**config.mk**
```make
export PLATFORM = sky130hd
export DESIGN_NAME = srt4_div_ctrl
export DESIGN_NICKNAME = d
export VERILOG_FILES = /design/src/rtl/srt4_pkg.sv /design/src/rtl/srt4_div_ctrl_qsel.sv /design/src/rtl/srt4_div_ctrl.sv
export SDC_FILE = /design/constraint.sdc
export NUM_CORES = 1
export LEC_CHECK = 0
export CORE_MARGIN = 8
export CORE_UTILIZATION = 47
export CTS_CLUSTER_SIZE = 20
export DETAILED_ROUTE_END_ITERATION = 10
export PLACE_DENSITY = 0.73
export SLEW_MARGIN = 20
export SYNTH_ARGS = -nofsm -noshare
export SYNTH_HDL_FRONTEND = slang
export SYNTH_SLANG_ARGS = --single-unit
```
**constraint.sdc**
```tcl
create_clock -name clk -period 1.9 [get_ports clk]
set_input_delay 0.475 -clock clk [delete_from_list [all_inputs] [get_ports clk]]
set_output_delay 0.475 -clock clk [all_outputs]
set_load 0.02 [all_outputs]
```
**src/rtl/srt4_pkg.sv**
```systemverilog
// Shared definitions for the radix-4 SRT divider controller: state
// encoding, datapath strobe bit map, quotient-digit encodings and the
// digit-selection threshold table.
package srt4_pkg;

    typedef enum logic [3:0] {
        S_IDLE,
        S_LOAD_A,
        S_LOAD_B,
        S_NORM_CHK,
        S_NORM_SH,
        S_ITER_SH,
        S_QSEL,
        S_APPLY,
        S_CORR_CHK,
        S_CORRECT,
        S_DENORM_CHK,
        S_DENORM_SH,
        S_OUT_Q,
        S_OUT_R,
        S_DONE
    } state_t;

    // Width of the datapath strobe vector and the position of each strobe.
    localparam int CTRL_W    = 12;
    localparam int LD_A      = 0;
    localparam int LD_B      = 1;
    localparam int NORM_SH   = 2;
    localparam int SH_P      = 3;   // P,A shifted left by two
    localparam int Q_WR      = 4;
    localparam int SEL_2B    = 5;
    localparam int ADD_EN    = 6;
    localparam int SUB       = 7;
    localparam int CORR      = 8;   // P += B, Q -= 1
    localparam int DENORM_SH = 9;   // P >> 1
    localparam int OUT_Q     = 10;
    localparam int OUT_R     = 11;

    // Quotient digits, three-bit two's complement.
    localparam logic [2:0] D_N2 = 3'b110;
    localparam logic [2:0] D_N1 = 3'b111;
    localparam logic [2:0] D_Z  = 3'b000;
    localparam logic [2:0] D_P1 = 3'b001;
    localparam logic [2:0] D_P2 = 3'b010;

    // Lower bound of the shifted partial remainder (p_top, units of 1/4)
    // for selecting digit k, indexed by the divisor fraction b_top
    // (divisor = 1.b_top). Thresholds sit inside the overlap regions of the
    // minimally redundant radix-4 P-D plot: m2 ~ 6d, m1 ~ 2d, m0 ~ -2d,
    // m-1 ~ -6d.
    localparam logic signed [5:0] QSEL_M [-1:2][0:15] = '{
        '{-6'sd6, -6'sd6, -6'sd7, -6'sd7, -6'sd8, -6'sd8, -6'sd8, -6'sd9,
          -6'sd9, -6'sd9, -6'sd10, -6'sd10, -6'sd11, -6'sd11, -6'sd11, -6'sd12},
        '{-6'sd2, -6'sd2, -6'sd2, -6'sd2, -6'sd3, -6'sd3, -6'sd3, -6'sd3,
          -6'sd3, -6'sd3, -6'sd3, -6'sd3, -6'sd4, -6'sd4, -6'sd4, -6'sd4},
        '{6'sd2, 6'sd2, 6'sd2, 6'sd2, 6'sd3, 6'sd3, 6'sd3, 6'sd3,
          6'sd3, 6'sd3, 6'sd3, 6'sd3, 6'sd4, 6'sd4, 6'sd4, 6'sd4},
        '{6'sd6, 6'sd6, 6'sd7, 6'sd7, 6'sd8, 6'sd8, 6'sd8, 6'sd9,
          6'sd9, 6'sd9, 6'sd10, 6'sd10, 6'sd11, 6'sd11, 6'sd11, 6'sd12}
    };

    // Moore strobe decode: strobes for a state, given the digit held in it.
    function automatic logic [CTRL_W-1:0] ctrl_for(input state_t s, input logic [2:0] qd);
        logic [CTRL_W-1:0] c;
        c = '0;
        case (s)
            S_LOAD_A:    c[LD_A] = 1'b1;
            S_LOAD_B:    c[LD_B] = 1'b1;
            S_NORM_SH:   c[NORM_SH] = 1'b1;
            S_ITER_SH:   c[SH_P] = 1'b1;
            S_APPLY: begin
                c[Q_WR]   = 1'b1;
                c[ADD_EN] = (qd != D_Z);
                c[SEL_2B] = (qd == D_P2) || (qd == D_N2);
                c[SUB]    = (qd == D_P1) || (qd == D_P2);
            end
            S_CORRECT:   c[CORR] = 1'b1;
            S_DENORM_SH: c[DENORM_SH] = 1'b1;
            S_OUT_Q:     c[OUT_Q] = 1'b1;
            S_OUT_R:     c[OUT_R] = 1'b1;
            default:     c = '0;
        endcase
        return c;
    endfunction

endpackage

```
**src/rtl/srt4_div_ctrl_qsel.sv**
```systemverilog
// Radix-4 SRT quotient-digit selection: picks the largest digit whose
// threshold the signed partial-remainder estimate reaches, else -2.
module srt4_qsel
    import srt4_pkg::*;
(
    input  logic [3:0] b_top,
    input  logic [5:0] p_top,
    output logic [2:0] digit
);

    // Threshold compares, highest digit checked last so it wins.
    always_comb begin
        digit = D_N2;
        if ($signed(p_top) >= QSEL_M[-1][b_top]) digit = D_N1;
        if ($signed(p_top) >= QSEL_M[0][b_top])  digit = D_Z;
        if ($signed(p_top) >= QSEL_M[1][b_top])  digit = D_P1;
        if ($signed(p_top) >= QSEL_M[2][b_top])  digit = D_P2;
    end

endmodule

```
**src/rtl/srt4_div_ctrl.sv**
```systemverilog
// Control unit for the radix-4 SRT sequential divider. Sequences load,
// divisor normalisation, WIDTH/2 digit iterations, remainder correction,
// denormalisation and write-out.
// Optional feature macro: SRT4_DIVZERO_EN (early exit on a zero divisor).
//
// Handshake: start is a level request sampled only in IDLE (ignored while
// busy); done is a one-cycle pulse in DONE, after which the unit returns to
// IDLE and may accept a new start on the following edge. All outputs are
// registered and depend only on the state and the held quotient digit.
module srt4_div_ctrl
    import srt4_pkg::*;
#(
    parameter int WIDTH = 8
) (
    input  logic              clk,
    input  logic              rst_b,
    input  logic              start,
    input  logic              b_msb,
    input  logic [3:0]        b_top,
    input  logic [5:0]        p_top,
    input  logic              p_sign,
    input  logic              b_zero,
    output logic              busy,
    output logic              done,
    output logic              div_zero,
    output logic [2:0]        q_digit,
    output logic [CTRL_W-1:0] ctrl
);

    localparam int ITER = WIDTH / 2;
    localparam int CW   = $clog2(WIDTH) + 1;
    localparam logic [CW-1:0] NMAX = CW'(WIDTH - 1);
    localparam logic [CW-1:0] IMAX = CW'(ITER - 1);

    state_t        state;
    state_t        nxt;
    logic [CW-1:0] ncnt;
    logic [CW-1:0] icnt;
    logic [2:0]    sel_digit;
    logic [2:0]    qd_nxt;

    srt4_qsel u_qsel (
        .b_top (b_top),
        .p_top (p_top),
        .digit (sel_digit)
    );

`ifndef SRT4_DIVZERO_EN
    logic unused_b_zero;
    assign unused_b_zero = b_zero;
`endif

    // Next-state decode and the digit that will be held in the next state.
    always_comb begin
        nxt    = state;
        qd_nxt = (state == S_QSEL) ? sel_digit : q_digit;
        case (state)
            S_IDLE:       if (start) nxt = S_LOAD_A;
            S_LOAD_A:     nxt = S_LOAD_B;
`ifdef SRT4_DIVZERO_EN
            S_LOAD_B:     nxt = b_zero ? S_DONE : S_NORM_CHK;
`else
            S_LOAD_B:     nxt = S_NORM_CHK;
`endif
            S_NORM_CHK:   nxt = (b_msb || ncnt == NMAX) ? S_ITER_SH : S_NORM_SH;
            S_NORM_SH:    nxt = S_NORM_CHK;
            S_ITER_SH:    nxt = S_QSEL;
            S_QSEL:       nxt = S_APPLY;
            S_APPLY:      nxt = (icnt == IMAX) ? S_CORR_CHK : S_ITER_SH;
            S_CORR_CHK:   nxt = p_sign ? S_CORRECT : S_DENORM_CHK;
            S_CORRECT:    nxt = S_DENORM_CHK;
            S_DENORM_CHK: nxt = (ncnt == '0) ? S_OUT_Q : S_DENORM_SH;
            S_DENORM_SH:  nxt = S_DENORM_CHK;
            S_OUT_Q:      nxt = S_OUT_R;
            S_OUT_R:      nxt = S_DONE;
            S_DONE:       nxt = S_IDLE;
            default:      nxt = S_IDLE;
        endcase
    end

    // State, counters and registered Moore outputs.
    always_ff @(posedge clk or negedge rst_b) begin
        if (!rst_b) begin
            state    <= S_IDLE;
            ncnt     <= '0;
            icnt     <= '0;
            q_digit  <= D_Z;
            ctrl     <= '0;
            busy     <= 1'b0;
            done     <= 1'b0;
            div_zero <= 1'b0;
        end else begin
            state   <= nxt;
            q_digit <= qd_nxt;
            ctrl    <= ctrl_for(nxt, qd_nxt);
            busy    <= (nxt != S_IDLE);
            done    <= (nxt == S_DONE);
            case (state)
                S_IDLE: begin
                    if (start) begin
                        ncnt     <= '0;
                        icnt     <= '0;
                        div_zero <= 1'b0;
                    end
                end
`ifdef SRT4_DIVZERO_EN
                S_LOAD_B: begin
                    if (b_zero) div_zero <= 1'b1;
                end
`endif
                S_NORM_SH: begin
                    if (ncnt != NMAX) ncnt <= ncnt + 1'b1;
                end
                S_DENORM_SH: begin
                    if (ncnt != '0) ncnt <= ncnt - 1'b1;
                end
                S_APPLY: begin
                    if (icnt != IMAX) icnt <= icnt + 1'b1;
                end
                default: ;
            endcase
        end
    end

endmodule

```
==> results of run 1 <==
==> layout by cell type, fill, tap and decap left out, types with 2 or more instances in the layout <==
master,Yosys,final
a22o_1,4,4
buf_6,3,5
xnor2_1,3,2
nand2b_1,6,4
a31oi_1,3,3
o21ai_0,9,4
clkdlybuf4s50_1,0,25
nor3_1,4,3
inv_2,0,4
nor2_1,13,13
buf_4,2,39
a211o_1,2,2
o21ai_1,4,6
dfrtp_1,29,28
clkbuf_8,0,5
a211oi_2,0,2
dlygate4sd2_1,0,2
buf_2,1,2
a21oi_1,10,7
o21ai_2,0,2
nand3_1,4,4
nand2_1,13,10
ha_1,17,12
xor2_1,3,3
ha_2,0,2
clkinv_2,0,2
nand2_2,1,4
nand4b_1,2,2
a21oi_2,0,3
inv_1,11,7
ha_4,0,3
==> final cells by class <==
cell class | count | share of cell area
timing repair buffer | 73 | 0.231
multi-input combinational | 132 | 0.432
inverter | 11 | 0.0152
clock inverter | 3 | 0.00645
tap | 48 | 0.0221
sequential | 29 | 0.268
clock buffer | 5 | 0.0254
==> registers in the layout, summed over array words and instances (netlist names) <==
name and count:
done 1, q_digit 3, state 4, busy 1
icnt 4, ncnt 4, ctrl 12
==> synth_stat cells (all sizes together), types with 2 or more instances <==
library cell  number  area share
ha                17        0.12
xnor2              3       0.015
dfrtp             29        0.40
a31oi              3       0.010
xor2               3       0.015
buf                6       0.030
nor3               4       0.011
nand2b             6       0.021
nand3              4       0.011
a211o              2      0.0097
a22o               4       0.019
a211oi             3       0.012
nor2              14       0.031
nor3b              3       0.015
nand4b             2      0.0097
nor4b              2       0.013
inv               11       0.023
a21oi             10       0.028
and2               2      0.0069
o21ai             13       0.036
nand2             14       0.031
==> logic make-up (layout without fill, tap and decap cells) <==
logic type	Yosys count	in the layout
AOI/OAI and AO/OA	45	45
xor gates and xnor gates	6	6
other	1	1
DFF	29	29
muxes	2	2
adders and majority gates	18	18
and+or+nand+nor	60	60
buffers and inverters	18	92
==> worst max-delay path, delay by kind of cell (launching register included) <==
family / cells / cell delay [ps]
AO/OA/AOI/OAI: 2 / 470
flip-flops: 1 / 420
AND/OR/NAND/NOR: 2 / 870
==> report_power, final <==
group	internal, mW	switching, mW
Combinational	0.949	0.926
Sequential	0.828	0.167
Clock	0.252	0.249
==> path summary, 6_finish.rpt <==
kind | startpoint | to | slack [ps]
max | ncnt[1] | busy | -4
min | q_digit[0] | q_digit[0] | 540
max reg2reg | ncnt[1] | busy | -4
min reg2reg | q_digit[0] | q_digit[0] | 540
max in group asynchronous | rst_b | ncnt[2] | 1040
min in group asynchronous | rst_b | ctrl[9] | 570
==> through the flow <==
stage	power, mW	TNS, ps	util	cells
6_report	3.37	-5.94	0.736	301
5_1_grt	3.57	-239	0.736	301
4_1_cts	3.19	-186	0.697	293
3_5_place_dp	2.65	-4580	0.658	285
3_3_place_gp	2.58	-3950	0.658	285
2_1_floorplan	2.00	-90.6	-	179
==> metal layers <==
metal,up-vias,global-route usage,routed length (um)
li1,787,-,-
met5,-,0,0
met1,800,0.153,1970
met4,0,0.0593,65
met3,8,0.0645,353
met2,43,0.272,2420
==> repair_timing <==
item | 4_1_cts | 5_1_grt
resized for setup | 38 | 21
buffers inserted | 1 | 8
pin swaps | 12 | 20
hold buffers | 0 | 0
endpoints found under the setup margin | 7 | 8
==> flow_summary.yaml, run 1 <==
drt:
  vias: 1638
  drtAntennaViolNets: 0
  initialDrtViolationCount: 114
  drc: 0
  wl_per_cell_um: 16.0
  firstDrtPassIters: 4
  via_per_inst: 5.44
  wl_mm: 4.81
synthesis:
  synth_xor_area_frac: 0.0291
  synth_edf_count: 0
  syn-num-nets: 213
  synthDistinctLibCells: 52
  synth_ff_type: "dfrtp_1"
  yosysSeqAreaShare: 0.402
  synth_compound_area_frac: 0.172
  ys_warn_count: 0
  syn-mean-instance-area_sq_um: 10.1
  ys_ff_latch: 29
  synth.area.mux_share: 0.0118
  netlist_area_sq_um: 1800
  async_flop_share: 1.00
  synth-simple-area-share: 0.199
  synth_fa_ha_area_frac: 0.129
  synth_top_family_by_area: "simple AND/OR/NAND/NOR gates"
  synthCells: 179
floorplan:
  die_h_um: 78.0
  boundaryPins: 34
  fp-row-count: 22
  die_w_um: 78.0
  dieArea_sq_um: 6080
  core-area_sq_um: 3690
  initial_core_util: 0.489
worst_setup_path:
  cp.required_ps: 2050
  cp.arrival_ps: 2060
  path_cells: "nor4_4 > o21ai_2 > a221o_1 > or4_1"
  path_max_fanout: 2
  cp_slowest_cell: "or4_1"
  startpoint_type: "register"
  reg2reg_depth: 4
  end_kind: "register"
  slowest_delay_ps: 520
  critical_path_class: "reg -> reg"
timing:
  fin_hold_ws_ps: 537
  maxClockFrequency_mhz: 525
  finalCritPeriodShare: 1.00
  skew_ps: 8.08
  setup_viol: 2
  finalWorstSetupSlack_ps: -4.31
  slew_violations: 0
  final-hold-violation-count: 0
  min_period_ps: 1900
  rsz0062_at_grt: "true"
grt:
  first_global_vias: 1719
  grt_start_max_net_pins: 30
  grt_usage: 0.152
  antenna_found_initial: 0
  gr-total-overflow: 0
  grt_pass1_wl_mm: 7.56
finish:
  nets: 286
  stdcell_area_sq_um: 2710
  fill_cells: 258
  antenna_cells: 0
  syn_to_final_growth_pct: 50.4
  multi_input_area_sq_um: 1170
  drive_gt1_frac: 0.375
  final-seq-area_sq_um: 727
clock_tree:
  cts_tree: "yes"
  clock-sinks: 29
  clk_pin_slew_ps: 70
  root_buffer: "clkbuf_8"
  h-tree-depth: 2
  clockBufferDepth: 2
  cts_buffers: 5
  clkLatencyLatePin_ps: 290
placed_design:
  post-place-ws_ps: -811
  gp_congestion: 0.877
  numPortBuffers: 31
  dpl-instance-area_sq_um: 2430
  dp_hpwl_mm: 3.47
power:
  leakage_nw: 1.25
  power_density_nw_per_um2: 1240
  vdd_drop_max_mv: 0.723
worst_hold_path:
  hold_path.class: "reg -> reg"
  hold_depth: 1
run:
  drv_cap: 0
outcome:
  status: "finished, violations left"
  violations: "setup timing"
Note: power is estimated with default switching activity, not from simulation.
==> run 2, diff against run 1 <==
ABC_AREA = 1   (was not set)
CORE_UTILIZATION = 48   (was 47)
==> flow_summary.yaml, run 2 <==
grt:
  first_global_vias: 1720
  grt_pass1_wl_mm: 7.42
  grt_start_max_net_pins: 30
  gr-total-overflow: 0
  antenna_found_initial: 0
  grt_usage: 0.143
worst_setup_path:
  path_cells: "inv_2 > nor2_2 > inv_2 > nor2_4 > buf_4 > ha_1 > nand3_1 > nand2_1 > xor2_2 > o21ai_1 > nand2_1 > o22ai_1"
  cp-startpoint: "state[3]"
  critical_path_class: "reg -> reg"
  critical_path_buf_inv_count: 3
  end_kind: "register"
  r2r_setup_slack_ps: 5
  cp_slowest_cell: "dfrtp_1"
  reg2reg_to: "ncnt[3]"
  startpoint_type: "register"
  cp.required_ps: 2050
  cp_top_family: "simple AND/OR/NAND/NOR gates"
  reg2reg_depth: 12
  slowest_delay_ps: 380
  path_max_fanout: 4
  reg2reg_from: "state[3]"
  cp.arrival_ps: 2050
outcome:
  status: "complete, no violations"
timing:
  finalWorstSetupSlack_ps: 5.15
  maxClockFrequency_mhz: 528
  final-hold-violation-count: 0
  slew_violations: 0
  tns_ps: 0
  min_period_ps: 1890
  finalCritPeriodShare: 0.997
  skew_ps: 5.97
  setup_viol: 0
drt:
  dr_wl_met2_mm: 2.42
  wl_met1_mm: 2.06
  drtAntennaViolNets: 0
  wl_met3_um: 204
  firstDrtPassIters: 4
  vias: 1768
  via_per_inst: 4.90
  initialDrtViolationCount: 74
  routed.top_layer: "met4"
  wl_mm: 4.75
  drc: 0
  wl_per_cell_um: 13.2
clock_tree:
  clock-sinks: 29
  cts_buffers: 5
  clkLatencyLatePin_ps: 280
  cts_tree: "yes"
  clk_pin_slew_ps: 60
  clockBufferDepth: 2
  root_buffer: "clkbuf_8"
  hold_buffers: 0
  h-tree-depth: 2
floorplan:
  core-area_sq_um: 4030
  boundaryPins: 34
  initial_core_util: 0.503
  die_w_um: 81.0
  dieArea_sq_um: 6560
  die_h_um: 81.0
  fp-row-count: 23
finish:
  nets: 344
  fill_cells: 335
  final_cell_mix: "nand2_1, inv_1, dfrtp_1"
  largest_reg_flops: 12
  multi_input_area_sq_um: 1270
  regMostFlops: "ctrl"
  syn_to_final_growth_pct: 35.7
  final_common_cell: "nand2_1"
  antenna_cells: 0
  final-seq-area_sq_um: 726
  drive_gt1_frac: 0.312
run:
  drv_cap: 0
power:
  power_density_nw_per_um2: 1230
  leakage_nw: 1.43
  vdd_drop_max_mv: 0.772
placed_design:
  dp_hpwl_mm: 3.40
  gp_congestion: 0.821
  post-place-ws_ps: -665
  numPortBuffers: 31
worst_hold_path:
  hold_depth: 2
  holdPathEnd: "icnt[1]"
  hold_path.class: "reg -> reg"
  hp-start: "icnt[1]"
synthesis:
  synth_commonest_cells: "nand2_1, inv_1, dfrtp_1"
  synth_top_area_cell: "dfrtp_1"
  yosysSeqAreaShare: 0.358
  synthDominantCellAreaShare: 0.358
  netlist_area_sq_um: 2030
  synth_edf_count: 0
  yosysMostFrequentCell: "nand2_1"
  synthDistinctLibCells: 33
  ys_warn_count: 0
  syn-mean-instance-area_sq_um: 7.92
  synthCells: 256
  async_flop_share: 1.00
  synth_ff_type: "dfrtp_1"
  synth.area.top_cells: "dfrtp_1, nand2_1, ha_1, inv_1, nor2_1"
  syn-num-nets: 290
  ys_ff_latch: 29
-- run 2: cell types whose count changed after synthesis, sizes merged, moves of 4 or more --
cell / change
a22o: -4
nand2b: -6
nor2: +17
nand3: +8
inv: +38
nand2: +57
buf: -5
-- run 2: report_power, final --
| part | switching (mW) | internal [mW] | leakage, nW | total, mW |
|---|---|---|---|---|
| registers | 0.157 | 0.834 | 0.379 | 0.992 |
| logic | 1.15 | 0.768 | 1.00 | 1.91 |
| clock network | 0.230 | 0.253 | 0.0450 | 0.483 |
-- run 2: worst max-delay path by stage --
| stage | slack, ps | cells past startpoint | end |
|---|---|---|---|
| floorplan | 20 | 12 | ctrl[7] |
| detailed placement | -670 | 15 | ctrl[7] |
| global route | -120 | 12 | ncnt[3] |
| finish | 5 | 12 | ncnt[3] |
| global placement | -630 | 16 | ctrl[6] |
| CTS | 2 | 12 | ctrl[6] |
-- run 2: layout make-up --
cell class | count | area share
tap | 50 | 0.0227
inverter | 49 | 0.0678
timing repair buffer | 48 | 0.155
clock buffer | 6 | 0.0264
clock inverter | 2 | 0.00364
sequential | 29 | 0.264
multi-input combinational | 177 | 0.460
-- run 2: metrics by stage --
stage / instances / instance area, sq um / power (mW) / hold WS [ps] / util
floorplan: 256 / 2030 / 2.19 / 179 / -
global placement: 351 / 2500 / 2.75 / 513 / 0.622
detailed placement: 351 / 2500 / 2.79 / 526 / 0.622
CTS: 359 / 2650 / 3.31 / 542 / 0.658
global route: 361 / 2750 / 3.66 / 573 / 0.683
finish: 361 / 2750 / 3.39 / 544 / 0.683
-- run 2: worst register-to-register path, cell delays in order (launching register included) --
cell	delay, ps
dfrtp_1	380
inv_2	70
nor2_2	90
inv_2	60
nor2_4	180
buf_4	140
ha_1	230
nand3_1	130
nand2_1	100
xor2_2	170
o21ai_1	90
nand2_1	70
o22ai_1	60
-- run 2: cell families after synthesis --
logic type	after synthesis	share of synthesized area
compound gates	29	0.0889
flops	29	0.358
xor+xnor	3	0.0130
simple gates	126	0.329
other cells	1	0.00185
buf+inv	50	0.0944
fa+ha+maj	18	0.115
-- run 2: timing repair --
item / 4_1_cts / 5_1_grt
resized for setup: 25 / 25
pin swaps: 8 / 11
buffers inserted: 0 / 3
endpoints found under the setup margin: 6 / 5
cloned: 0 / 0
-- run 2: metal layers --
layer,up-vias,global-route usage
li1,912,-
met1,808,0.168
met2,44,0.244
met3,4,0.0331
met4,0,0.0589
met5,-,0
==> run 3, diff against run 2 <==
HOLD_SLACK_MARGIN = 0.1   (was not set)
==> results of run 3 <==
Same layout as run 2: the final DEF is identical, and so are final timing and power.
